### config.mk
export PLATFORM = sky130hd
export DESIGN_NAME = apb_mem_slave_flat
export DESIGN_NICKNAME = d
export VERILOG_FILES = /design/src/rtl/apb_mem_pkg.sv /design/src/rtl/apb_mem_slave_if.sv /design/src/rtl/apb_mem_slave.sv /design/src/flat_wrapper.sv
export SDC_FILE = /design/constraint.sdc
export NUM_CORES = 1
export LEC_CHECK = 0
export ABC_AREA = 1
export BUFFER_PORTS_ARGS = -buffer_cell sky130_fd_sc_hd__clkbuf_2
export CAP_MARGIN = 40
export CORE_AREA = 2 2 49 85
export DETAILED_ROUTE_END_ITERATION = 10
export DIE_AREA = 0 0 51 87
export GPL_ROUTABILITY_DRIVEN = 0
export PLACE_DENSITY = 0.63
export SLEW_MARGIN = 15
export SYNTH_ARGS = -nofsm -noshare
export SYNTH_HDL_FRONTEND = slang
export SYNTH_SLANG_ARGS = --single-unit
export TNS_END_PERCENT = 50
### constraint.sdc
create_clock -name clk -period 1.9 [get_ports clk]
set_clock_uncertainty 0.2 [all_clocks]
set_input_delay 0.38 -clock clk [delete_from_list [all_inputs] [get_ports clk]]
set_output_delay 0.38 -clock clk [all_outputs]
set_load 0.02 [all_outputs]
### src/rtl/apb_mem_pkg.sv
// Shared types and default widths for the APB-to-memory completer.
package apb_mem_pkg;

  typedef enum logic [2:0] {
    IDLE   = 3'd0,
    ACCESS = 3'd1,
    ERROR  = 3'd2
  } state_t;

  localparam int DEF_ADDR_WIDTH = 8;
  localparam int DEF_DATA_WIDTH = 8;

  function automatic logic in_range(
    input logic [31:0] a,
    input int          depth
  );
    return a < 32'(depth);
  endfunction

endpackage

### src/rtl/apb_mem_slave_if.sv
// APB completer-side bus bundle with requester and completer views.
interface apb_mem_slave_if #(
  parameter int ADDR_WIDTH = 8,
  parameter int DATA_WIDTH = 8
);

  logic [1:0]            id;
  logic                  sel;
  logic                  enable;
  logic                  write;
  logic [ADDR_WIDTH-1:0] addr;
  logic [DATA_WIDTH-1:0] wdata;
  logic [DATA_WIDTH-1:0] rdata;
  logic                  ready;
  logic                  slverr;

  modport master (
    output id, sel, enable, write, addr, wdata,
    input  rdata, ready, slverr
  );

  modport slave (
    input  id, sel, enable, write, addr, wdata,
    output rdata, ready, slverr
  );

endinterface

### src/rtl/apb_mem_slave.sv
// APB completer bridging single transfers onto a ce/rden/wren memory
// bus; memory wait states stretch pready, out-of-range gives pslverr.
module apb_mem_slave
  import apb_mem_pkg::*;
#(
  parameter int ADDR_WIDTH = DEF_ADDR_WIDTH,
  parameter int DATA_WIDTH = DEF_DATA_WIDTH,
  parameter int MEM_DEPTH  = 256,
  parameter int SLAVE_ID   = 1
) (
  input  logic                  clk,
  input  logic                  reset,
  apb_mem_slave_if.slave        bus,
  output logic                  mem_ce,
  output logic                  mem_rden,
  output logic                  mem_wren,
  output logic [ADDR_WIDTH-1:0] mem_addr,
  output logic [DATA_WIDTH-1:0] mem_wdata,
  input  logic [DATA_WIDTH-1:0] mem_rdata,
  input  logic                  mem_ready,
  output logic [2:0]            state
);

  state_t                cur;
  logic [ADDR_WIDTH-1:0] lat_addr;
  logic [DATA_WIDTH-1:0] lat_wdata;
  logic                  lat_write;
  logic [DATA_WIDTH-1:0] rdata_q;

  logic selected;
  logic setup;
  logic done;
  logic in_acc;

  assign selected = bus.sel && (bus.id == 2'(SLAVE_ID));
  assign setup    = selected && !bus.enable;
  assign done     = selected && bus.enable && mem_ready;
  assign in_acc   = (cur == ACCESS);

  always_ff @(posedge clk or posedge reset) begin
    if (reset) begin
      cur       <= IDLE;
      lat_addr  <= '0;
      lat_wdata <= '0;
      lat_write <= 1'b0;
      rdata_q   <= '0;
    end else begin
      case (cur)
        IDLE: begin
          if (setup) begin
            lat_addr  <= bus.addr;
            lat_wdata <= bus.wdata;
            lat_write <= bus.write;
            cur <= in_range(32'(bus.addr), MEM_DEPTH)
                   ? ACCESS : ERROR;
          end
        end
        ACCESS: begin
          if (!selected) begin
            cur <= IDLE;
          end else if (done) begin
            if (!lat_write) rdata_q <= mem_rdata;
            cur <= IDLE;
          end
        end
        ERROR: begin
          if (!selected || bus.enable) cur <= IDLE;
        end
        default: cur <= IDLE;
      endcase
    end
  end

  // Strobes follow the state directly so an abort or reset drops them at once.
  assign mem_ce    = in_acc;
  assign mem_wren  = in_acc && lat_write;
  assign mem_rden  = in_acc && !lat_write;
  assign mem_addr  = lat_addr;
  assign mem_wdata = lat_wdata;

  always_comb begin
    bus.ready  = 1'b0;
    bus.slverr = 1'b0;
    unique case (1'b1)
      (cur == ACCESS): bus.ready = bus.enable && mem_ready;
      (cur == ERROR): begin
        bus.ready  = bus.enable;
        bus.slverr = bus.enable;
      end
      default: ;
    endcase
  end

  assign bus.rdata = (in_acc && !lat_write) ? mem_rdata : rdata_q;
  assign state     = cur;

endmodule

### src/flat_wrapper.sv
// flat-port wrapper written by rule: the top's interface ports become plain ports
module apb_mem_slave_flat import apb_mem_pkg::*;
#(
  parameter int ADDR_WIDTH = DEF_ADDR_WIDTH,
  parameter int DATA_WIDTH = DEF_DATA_WIDTH,
  parameter int MEM_DEPTH  = 256,
  parameter int SLAVE_ID   = 1
)
  (clk, reset, mem_ce, mem_rden, mem_wren, mem_addr, mem_wdata, mem_rdata, mem_ready, state, bus_id, bus_sel, bus_enable, bus_write, bus_addr, bus_wdata, bus_rdata, bus_ready, bus_slverr);
  apb_mem_slave_if #(.ADDR_WIDTH(ADDR_WIDTH), .DATA_WIDTH(DATA_WIDTH)) bus_i ();
  input  logic clk;
  input  logic reset;
  output logic mem_ce;
  output logic mem_rden;
  output logic mem_wren;
  output logic [ADDR_WIDTH-1:0] mem_addr;
  output logic [DATA_WIDTH-1:0] mem_wdata;
  input  logic [DATA_WIDTH-1:0] mem_rdata;
  input  logic mem_ready;
  output logic [2:0] state;
  input wire logic [$bits(bus_i.id)-1:0] bus_id;
  input wire logic [$bits(bus_i.sel)-1:0] bus_sel;
  input wire logic [$bits(bus_i.enable)-1:0] bus_enable;
  input wire logic [$bits(bus_i.write)-1:0] bus_write;
  input wire logic [$bits(bus_i.addr)-1:0] bus_addr;
  input wire logic [$bits(bus_i.wdata)-1:0] bus_wdata;
  output wire logic [$bits(bus_i.rdata)-1:0] bus_rdata;
  output wire logic [$bits(bus_i.ready)-1:0] bus_ready;
  output wire logic [$bits(bus_i.slverr)-1:0] bus_slverr;
  assign bus_i.id = bus_id;
  assign bus_i.sel = bus_sel;
  assign bus_i.enable = bus_enable;
  assign bus_i.write = bus_write;
  assign bus_i.addr = bus_addr;
  assign bus_i.wdata = bus_wdata;
  assign bus_rdata = bus_i.rdata;
  assign bus_ready = bus_i.ready;
  assign bus_slverr = bus_i.slverr;
  apb_mem_slave #(.ADDR_WIDTH(ADDR_WIDTH), .DATA_WIDTH(DATA_WIDTH), .MEM_DEPTH(MEM_DEPTH), .SLAVE_ID(SLAVE_ID)) u_core (.clk(clk), .reset(reset), .bus(bus_i), .mem_ce(mem_ce), .mem_rden(mem_rden), .mem_wren(mem_wren), .mem_addr(mem_addr), .mem_wdata(mem_wdata), .mem_rdata(mem_rdata), .mem_ready(mem_ready), .state(state));
endmodule
# Yosys cells after proc, flatten, opt, wreduce, memory -nomap -nowiden
# Cells that the tools add are included.
dict set report word_totals {
  register_bits 28
  in_bits 32
  wordCells 35
}
dict set report op_classes {
  n_eq_ne 6
  mux 8
  n_bitwise 1
  n_reduce_logical 15
}
# operator count
set ops {}
lappend ops {{$mux 3} 4}
lappend ops {{$pmux 3 s3} 1}
lappend ops {{$mux 8} 1}
lappend ops {{$logic_and 1x1->1} 7}
lappend ops {{$ne 2x1->1 const B} 2}
lappend ops {{$reduce_and 4->1} 1}
lappend ops {{$eq 3x1->1 const B} 1}
lappend ops {{$eq 3x2->1 const B} 1}
lappend ops {{$logic_not 1->1} 3}
lappend ops {{$logic_not 3->1} 1}
lappend ops {{$ne 3x3->1 const B} 1}
lappend ops {{$reduce_and 3->1} 1}
lappend ops {{$eq 2x1->1 const B} 1}
lappend ops {{$pmux 1 s2} 1}
lappend ops {{$reduce_and 2->1} 1}
lappend ops {{$logic_or 1x1->1} 1}
lappend ops {{$mux 1} 1}
lappend ops {{$not 1->1} 1}

# Logic depth before layout (Yosys ltp)
# Gate-level depths: netlist (run 1).
dict set report logic_depth {
  word_depth 7
  mapped_depth 6
  mapped_depth_nobuf 6
}

# Worst setup path before layout (run 1)
# No wires, ideal clock.
dict set report synth_path {
  path_kind {register -> output}
  startpoint {register u_core.cur[0] (netlist: u_core.state[0])}
  endpoint {output bus_rdata[0]}
  t_arrival_ns 1.287
  t_required_ns 1.320
  slack_ns 0.033
  stages_incl_launch_ff 5
  n_path_buf 0
  cell_sequence {dfrtp_1 > nand2_4 > clkinv_1 > nand2_1 > nand2_1}
}
dict set report synth_between {
  elab_chain_cells 3
}
# element line
set synth_lines {}
lappend synth_lines {{start, declared} apb_mem_slave.sv:24} ;# state_t cur;
lappend synth_lines {{start signal, assigned} apb_mem_slave.sv:54} ;# cur <= in_range(32'(bus.addr), MEM_DEPTH)
lappend synth_lines {{$eq 3x1->1} apb_mem_slave.sv:38} ;# assign in_acc = (cur == ACCESS);
lappend synth_lines {{$logic_and 1x1->1} n/a}
lappend synth_lines {{named net mem_rden} flat_wrapper.sv:14} ;# output logic mem_rden;
lappend synth_lines {{$mux 8} apb_mem_slave.sv:94} ;# assign bus.rdata = (in_acc && !lat_write) ? mem_rdata : rdata_q;
lappend synth_lines {{end, declared} flat_wrapper.sv:27} ;# output wire logic [$bits(bus_i.rdata)-1:0] bus_rdata;
# The timed path passes the listed nets, and every way through them passes these cells.

# Final worst setup path (run 1)
dict set report layout_path {
  startpoint {register u_core.lat_write}
  endpoint {output bus_rdata[7]}
}
dict set report layout_between {
  elab_chain_cells 3
}
# element line
set layout_lines {}
lappend layout_lines {{start, declared} apb_mem_slave.sv:27} ;# logic lat_write;
lappend layout_lines {{start signal, assigned} apb_mem_slave.sv:53} ;# lat_write <= bus.write;
lappend layout_lines {{$logic_not 1->1} n/a}
lappend layout_lines {{$logic_and 1x1->1} apb_mem_slave.sv:94}
lappend layout_lines {{$mux 8} apb_mem_slave.sv:94}
# Every way passes these cells.

==> results of run 1 <==
where the power goes:
| part | internal, uW | switching, uW | total, uW |
|---|---|---|---|
| clock | 141 | 149 | 290 |
| combinational | 133 | 235 | 368 |
| sequential | 632 | 43.0 | 675 |
| total | 906 | 427 | 1330 |
critical path: cells and delay by family, from the launching register on:
family / cells / cell delay [ns]
buffers and inverters: 3 / 0.38
flip-flops: 1 / 0.39
AND/OR/NAND/NOR: 3 / 0.17
through the flow:
stage / cells / total power, uW / setup WS (ns)
final: 264 / 1330 / 0.119
after floorplan: 153 / 907 / 0.0326
after CTS: 262 / 1350 / 0.0525
after detailed placement: 258 / 1050 / 0.281
after global routing: 264 / 1420 / 0.00618
after global placement: 258 / 1040 / 0.310
worst max-delay path by stage:
stage / start / to / slack [ns] / depth (start not counted)
floorplan: u_core.state[0] / bus_rdata[0] / 0.03 / 4
global placement: u_core.lat_write / bus_rdata[4] / 0.31 / 6
detailed placement: u_core.lat_write / bus_rdata[2] / 0.28 / 6
CTS: u_core.lat_write / bus_rdata[5] / 0.05 / 6
global route: u_core.lat_write / bus_rdata[4] / 0.006 / 6
finish: u_core.lat_write / bus_rdata[7] / 0.12 / 6
cell usage in the layout, fill, tap and decap left out, drive strengths merged:
cell,count
nand2,81
clkbuf,63
nand3,26
dfrtp,26
buf,7
inv,4
nor2,4
conb,3
clkinv,1
dlygate4sd3,1
what timing repair did:
action	in CTS	in global routing
resized for setup	1	1
hold buffers	1	0
hold endpoints to repair	26	0
setup endpoints to repair	8	8
buffers inserted	0	2
pin swaps	0	0
registers in the layout, summed over array words and instances (netlist names):
register	cells
u_core.mem_addr	8
u_core.mem_wdata	8
u_core.rdata_q	8
u_core.lat_write	1
u_core.state	1
metal layers:
metal / vias to the layer above / GRT usage, %
met5: - / 0
met4: 0 / 5.90
met3: 2 / 2.41
met2: 36 / 23.5
met1: 504 / 16.9
li1: 596 / -
layout make-up:
cell class                 instances  area, sq um  area share [%]
inverter                           5         20.0            1.20
tap                               48         60.1            3.61
timing repair buffer              68          367            22.1
clock buffer                       3         41.3            2.48
sequential                        26          651            39.2
multi-input combinational        114          523            31.5
cells by family (layout without fill, tap and decap cells):
family	after synthesis	in the layout	synth area share [%]
AND/OR/NAND/NOR	111	111	40.9
buffers and inverters	13	76	6.71
other	1	3	0.300
flip-flops	26	26	52.1
==> flow_metrics.py, run 1 <==
metrics = {
    "outcome": {
        "outcome": "complete, no violations",
    },
    "synth": {
        "synth-edff-count": 0,
        "yosysTopAreaCell": "dfrtp_1",
        "yosysSeqAreaShare_pct": 52.1,
        "postSynthCellCount": 151,
        "synth_common_cells": "nand2_1 (78), dfrtp_1 (26), nand3_1 (26), buf_4 (5), inv_1 (4)",
        "syn_area_per_cell_sq_um": 8.28,
        "synth_top_cells_by_area": "dfrtp_1 (52%), nand2_1 (23%), nand3_1 (10%)",
        "ys_warn_count": 0,
        "synthArstFlopShare_pct": 100,
        "syn_area_sq_um": 1250,
        "yosys.area.top_type_share_pct": 52.1,
        "ys_seq_elements": 26,
        "synth.distinct_cells": 13,
        "ys.flop_type": "dfrtp_1",
        "synth.most_common_cell": "nand2_1",
    },
    "final_layout": {
        "finish.instance_area_sq_um": 1660,
        "drive_gt1_share_pct": 35.6,
        "nFillCells": 417,
        "antennaDiodeCount": 0,
        "area_growth_pct": 32.9,
        "fin_util_pct": 43.8,
        "final_nets": 250,
    },
    "min_path": {
        "hold_class": "in2reg",
        "hold_start": "bus_addr[7]",
        "min_path_cells": 3,
        "worstHoldEndpoint": "u_core.mem_addr[7]",
    },
    "drt": {
        "wl_per_cell_um": 10.4,
        "routed.top_layer": "met4",
        "ant_nets": 0,
        "drc": 0,
        "drt_wl_total_um": 2740,
        "drtIter0Drc": 6,
        "route.met2.wl_um": 1440,
        "met1Wirelength_um": 1090,
        "dr_wl_met3_um": 172,
        "dr.pass1.iters": 4,
        "route.vias.total": 1138,
        "post_drt_via_cell_ratio": 4.31,
    },
    "critical_path": {
        "arrival_ns": 1.20,
        "crit_path_max_incr_delay_ns": 0.39,
        "crit_top_cell": "nand2_1",
        "crit_path_start_kind": "register",
        "critPathMaxFanout": 9,
        "r2r_setup_slack_ns": 0.45,
        "worstSetupEndpointType": "primary output",
        "slowest_stage": "dfrtp_1",
        "crit_type": "reg2out",
        "path_cells": "inv_1 -> nand2_4 -> buf_6 -> nand2_1 -> nand2_1 -> clkbuf_2",
        "rr_startpoint": "u_core.state[0]",
        "cp.required_ns": 1.32,
        "r2r_cells": 5,
        "r2r-end": "u_core.mem_wdata[3]",
    },
    "floorplanning": {
        "core_area_sq_um": 3790,
        "die_area_sq_um": 4440,
        "initial_core_util_pct": 33.0,
        "ios": 64,
        "rows": 30,
        "die_h_um": 87,
        "die_width_um": 51,
    },
    "job": {
        "drv_cap": 0,
    },
    "power": {
        "ir_drop_v": 0.000480,
        "powerDensity_nw_per_um2": 802,
        "leakage_uw": 0.00105,
    },
    "sta": {
        "rsz0062_at_grt": "no",
        "period_minus_slack_ns": 1.78,
        "timing_hold_violations_final": 0,
        "setup_viol": 0,
        "worst_hold_slack_ns": 0.140,
        "period_share_pct": 93.7,
        "tns_ns": 0,
        "fmax_mhz": 562,
        "drv_slew": 0,
    },
    "global_route": {
        "grt_overflow": 0,
        "grt_first_pass_wirelength_um": 4710,
        "grt_use_total_pct": 13.8,
        "grt_max_degree": 27,
        "grt_antenna_before_repair": 0,
        "grt_pass1_vias": 1031,
    },
    "clocking": {
        "cts-buffers-inserted": 3,
        "clk_latency_ns": 0.26,
        "cts_root_buf": "clkbuf_8",
        "clkSinkCount": 26,
        "htreeDepth": 1,
        "clk_pin_slew_ns": 0.08,
        "cts_tree": "built",
        "ctsLongestPathBuffers": 2,
    },
    "placement": {
        "port_buffers": 60,
        "dpl.hpwl_um": 2150,
        "placed_area_sq_um": 1590,
    },
}
No activity file was read; power rests on OpenSTA's default activity.
==> run 2, diff against run 1 <==
--- a/config.mk
+++ b/config.mk
@@ -5,14 +5,14 @@
 export SDC_FILE = /design/constraint.sdc
 export NUM_CORES = 1
 export LEC_CHECK = 0
-export ABC_AREA = 1
+export ABC_AREA = 0
 export BUFFER_PORTS_ARGS = -buffer_cell sky130_fd_sc_hd__clkbuf_2
 export CAP_MARGIN = 40
-export CORE_AREA = 2 2 49 85
+export CORE_AREA = 2 2 48 83
 export DETAILED_ROUTE_END_ITERATION = 10
-export DIE_AREA = 0 0 51 87
+export DIE_AREA = 0 0 50 85
 export GPL_ROUTABILITY_DRIVEN = 0
-export PLACE_DENSITY = 0.63
+export PLACE_DENSITY = 0.64
 export SLEW_MARGIN = 15
 export SYNTH_ARGS = -nofsm -noshare
 export SYNTH_HDL_FRONTEND = slang
==> run 2 against run 1 <==
Effect of this change:
- the run now ends with negative setup slack left
- via count shrank 26%
- worst setup slack lost 0.20 ns
- die area shrank 4.2%
- non-clock buffer count grew 3
- combinational power grew 21%
- final cell count shrank 27%
- critical path depth shrank 2
- clock power grew 2%
- utilization grew 4.8 points
- largest power group unchanged
- highest routed layer unchanged
==> flow_metrics.py, run 2 <==
metrics = {
    "synth": {
        "synth-edff-count": 0,
        "ys_warn_count": 0,
        "synth_compound_area_share_pct": 0.412,
        "synth_top_cells_by_area": "dfrtp_1 (54%), mux2_2 (21%), mux2_4 (12%)",
        "yosysTopAreaCell": "dfrtp_1",
        "syn_area_sq_um": 1210,
        "yosysSeqAreaShare_pct": 53.6,
        "yosys.area.top_type_share_pct": 53.6,
        "synth_fa_ha_area_share_pct": 0,
        "synthArstFlopShare_pct": 100,
        "synth_top_family_by_area": "multiplexers",
        "synth.distinct_cells": 17,
        "ys_seq_elements": 26,
        "synth.most_common_cell": "dfrtp_1",
        "ys.flop_type": "dfrtp_1",
        "syn_area_per_cell_sq_um": 15.6,
        "synth_xor_area_share_pct": 0,
        "yosys.area_share.simple_pct": 5.88,
        "synth_common_cells": "dfrtp_1 (26), mux2_2 (23), mux2_4 (10), buf_4 (4)",
        "muxShareOfSynthArea_pct": 33.7,
        "postSynthCellCount": 78,
    },
    "clocking": {
        "clk_pin_slew_ns": 0.08,
        "clkSinkCount": 26,
        "cts_tree": "built",
        "ctsLongestPathBuffers": 2,
        "cts-buffers-inserted": 3,
        "htreeDepth": 1,
        "cts_root_buf": "clkbuf_8",
        "clk_latency_ns": 0.26,
    },
    "job": {
        "drv_cap": 0,
    },
    "floorplanning": {
        "die_width_um": 50,
        "core_area_sq_um": 3590,
        "ios": 64,
        "die_area_sq_um": 4250,
        "initial_core_util_pct": 33.8,
        "die_h_um": 85,
        "rows": 29,
    },
    "power": {
        "power_frac_seq_pct": 48.3,
        "switching_share_pct": 29.5,
        "powerDensity_nw_per_um2": 821,
        "leakage_uw": 0.000981,
        "internal_power_uw": 1010,
        "combinationalPowerShare_pct": 31.1,
        "clkPwrFrac_pct": 20.6,
        "p_total_uw": 1430,
        "p_sw_uw": 422,
        "ir_drop_v": 0.000585,
    },
    "drt": {
        "wl_per_cell_um": 13.1,
        "dr.pass1.iters": 3,
        "drc": 0,
        "ant_nets": 0,
        "route.vias.total": 847,
        "drtIter0Drc": 9,
        "post_drt_via_cell_ratio": 4.39,
        "drt_wl_total_um": 2530,
    },
    "final_layout": {
        "drive_gt1_share_pct": 74.1,
        "fin_cells": 193,
        "area_growth_pct": 43.9,
        "final_cell_mix": "clkbuf_2 (52), dfrtp_1 (26), mux2_2 (21)",
        "antennaDiodeCount": 0,
        "final_nets": 181,
        "final_common_cell": "clkbuf_2",
        "nFillCells": 317,
    },
    "global_route": {
        "grt_pass1_vias": 912,
        "grt_max_degree": 27,
        "grt_use_total_pct": 12.4,
        "grt_first_pass_wirelength_um": 4040,
        "grt_antenna_before_repair": 0,
        "grt_overflow": 0,
    },
    "min_path": {
        "hold_class": "in2reg",
        "hold_start": "bus_wdata[3]",
    },
    "critical_path": {
        "r2r_setup_slack_ns": 0.06,
        "critPathMaxFanout": 5,
        "worstSetupEndpointType": "primary output",
        "crit_path_start_kind": "register",
        "crit_start": "u_core.state[0]",
        "rr_startpoint": "u_core.lat_write",
        "cp.required_ns": 1.32,
        "crit_type": "reg2out",
        "arrival_ns": 1.40,
    },
    "placement": {
        "place_inst": 183,
        "post-place-ws_ns": 0.0786,
        "port_buffers": 60,
    },
    "sta": {
        "rsz0062_at_grt": "yes",
        "setup_viol": 8,
        "drv_slew": 0,
        "timing_hold_violations_final": 0,
        "worst_hold_slack_ns": 0.145,
        "worst_slack_ns": -0.0787,
        "period_share_pct": 104,
        "period_minus_slack_ns": 1.98,
        "fmax_mhz": 505,
    },
    "outcome": {
        "outcome": "complete, but fails checks",
        "violations": "negative setup slack",
    },
}
[run 2: critical path, cell delays in order (launching register included)]
cell and delay (ns):
dfrtp_1 0.42, nand2b_4 0.11, clkbuf_16 0.14, mux2_2 0.34, buf_6 0.13
[run 2: kinds of logic after synthesis]
family                 after synthesis
AOI/OAI and AO/OA                    1
other                                1
muxes                               33
buffers and inverters                9
DFF                                 26
and+or+nand+nor                      8
[run 2: worst paths after layout]
path,end,depth (start not counted)
max,bus_rdata[2],4
min,u_core.mem_wdata[3],2
max reg2reg,u_core.rdata_q[3],6
min reg2reg,u_core.rdata_q[7],1
max in group asynchronous,u_core.mem_wdata[6],4
min in group asynchronous,u_core.mem_addr[4],4
[run 2: cell type report]
class,count,area (sq um),area share (%)
multi-input combinational,45,512,29.3
clock buffer,3,41.3,2.36
tap,46,57.6,3.30
sequential,26,651,37.2
timing repair buffer,71,478,27.4
inverter,2,7.51,0.430
[run 2: metal layers]
metal  global-route usage [%]  routed length [um]  share of wire (%)
met3                     1.76                 150                5.9
met5                        0                   0                  0
met4                     5.30                  21               0.83
met1                     13.9                 923                 37
met2                     22.6                1430                 57
[run 2: repair_timing]
item	4_1_cts	5_1_grt
setup endpoints to repair	8	9
gates resized for setup	3	23
hold buffers	1	0
cloned	0	1
setup buffers	3	2
endpoints found under the hold margin	26	0
pin swaps	0	0
[run 2: stage by stage]
stage | TNS [ns] | utilization (%) | cell area, sq um
after global placement | 0 | 43.6 | 1570
final | -0.520 | 48.6 | 1750
after CTS | -0.466 | 46.2 | 1660
after floorplan | 0 | - | 1220
after global routing | -1.18 | 48.6 | 1750
after detailed placement | 0 | 43.6 | 1570
[run 2: power groups by stage]
| stage | Sequential (uW) | Clock (uW) | Combinational, uW |
|---|---|---|---|
| after floorplan | 791 | 0 | 173 |
| after global placement | 699 | 0 | 398 |
| after detailed placement | 703 | 0 | 409 |
| after CTS | 694 | 308 | 426 |
| after global routing | 704 | 332 | 475 |
| final | 693 | 295 | 445 |
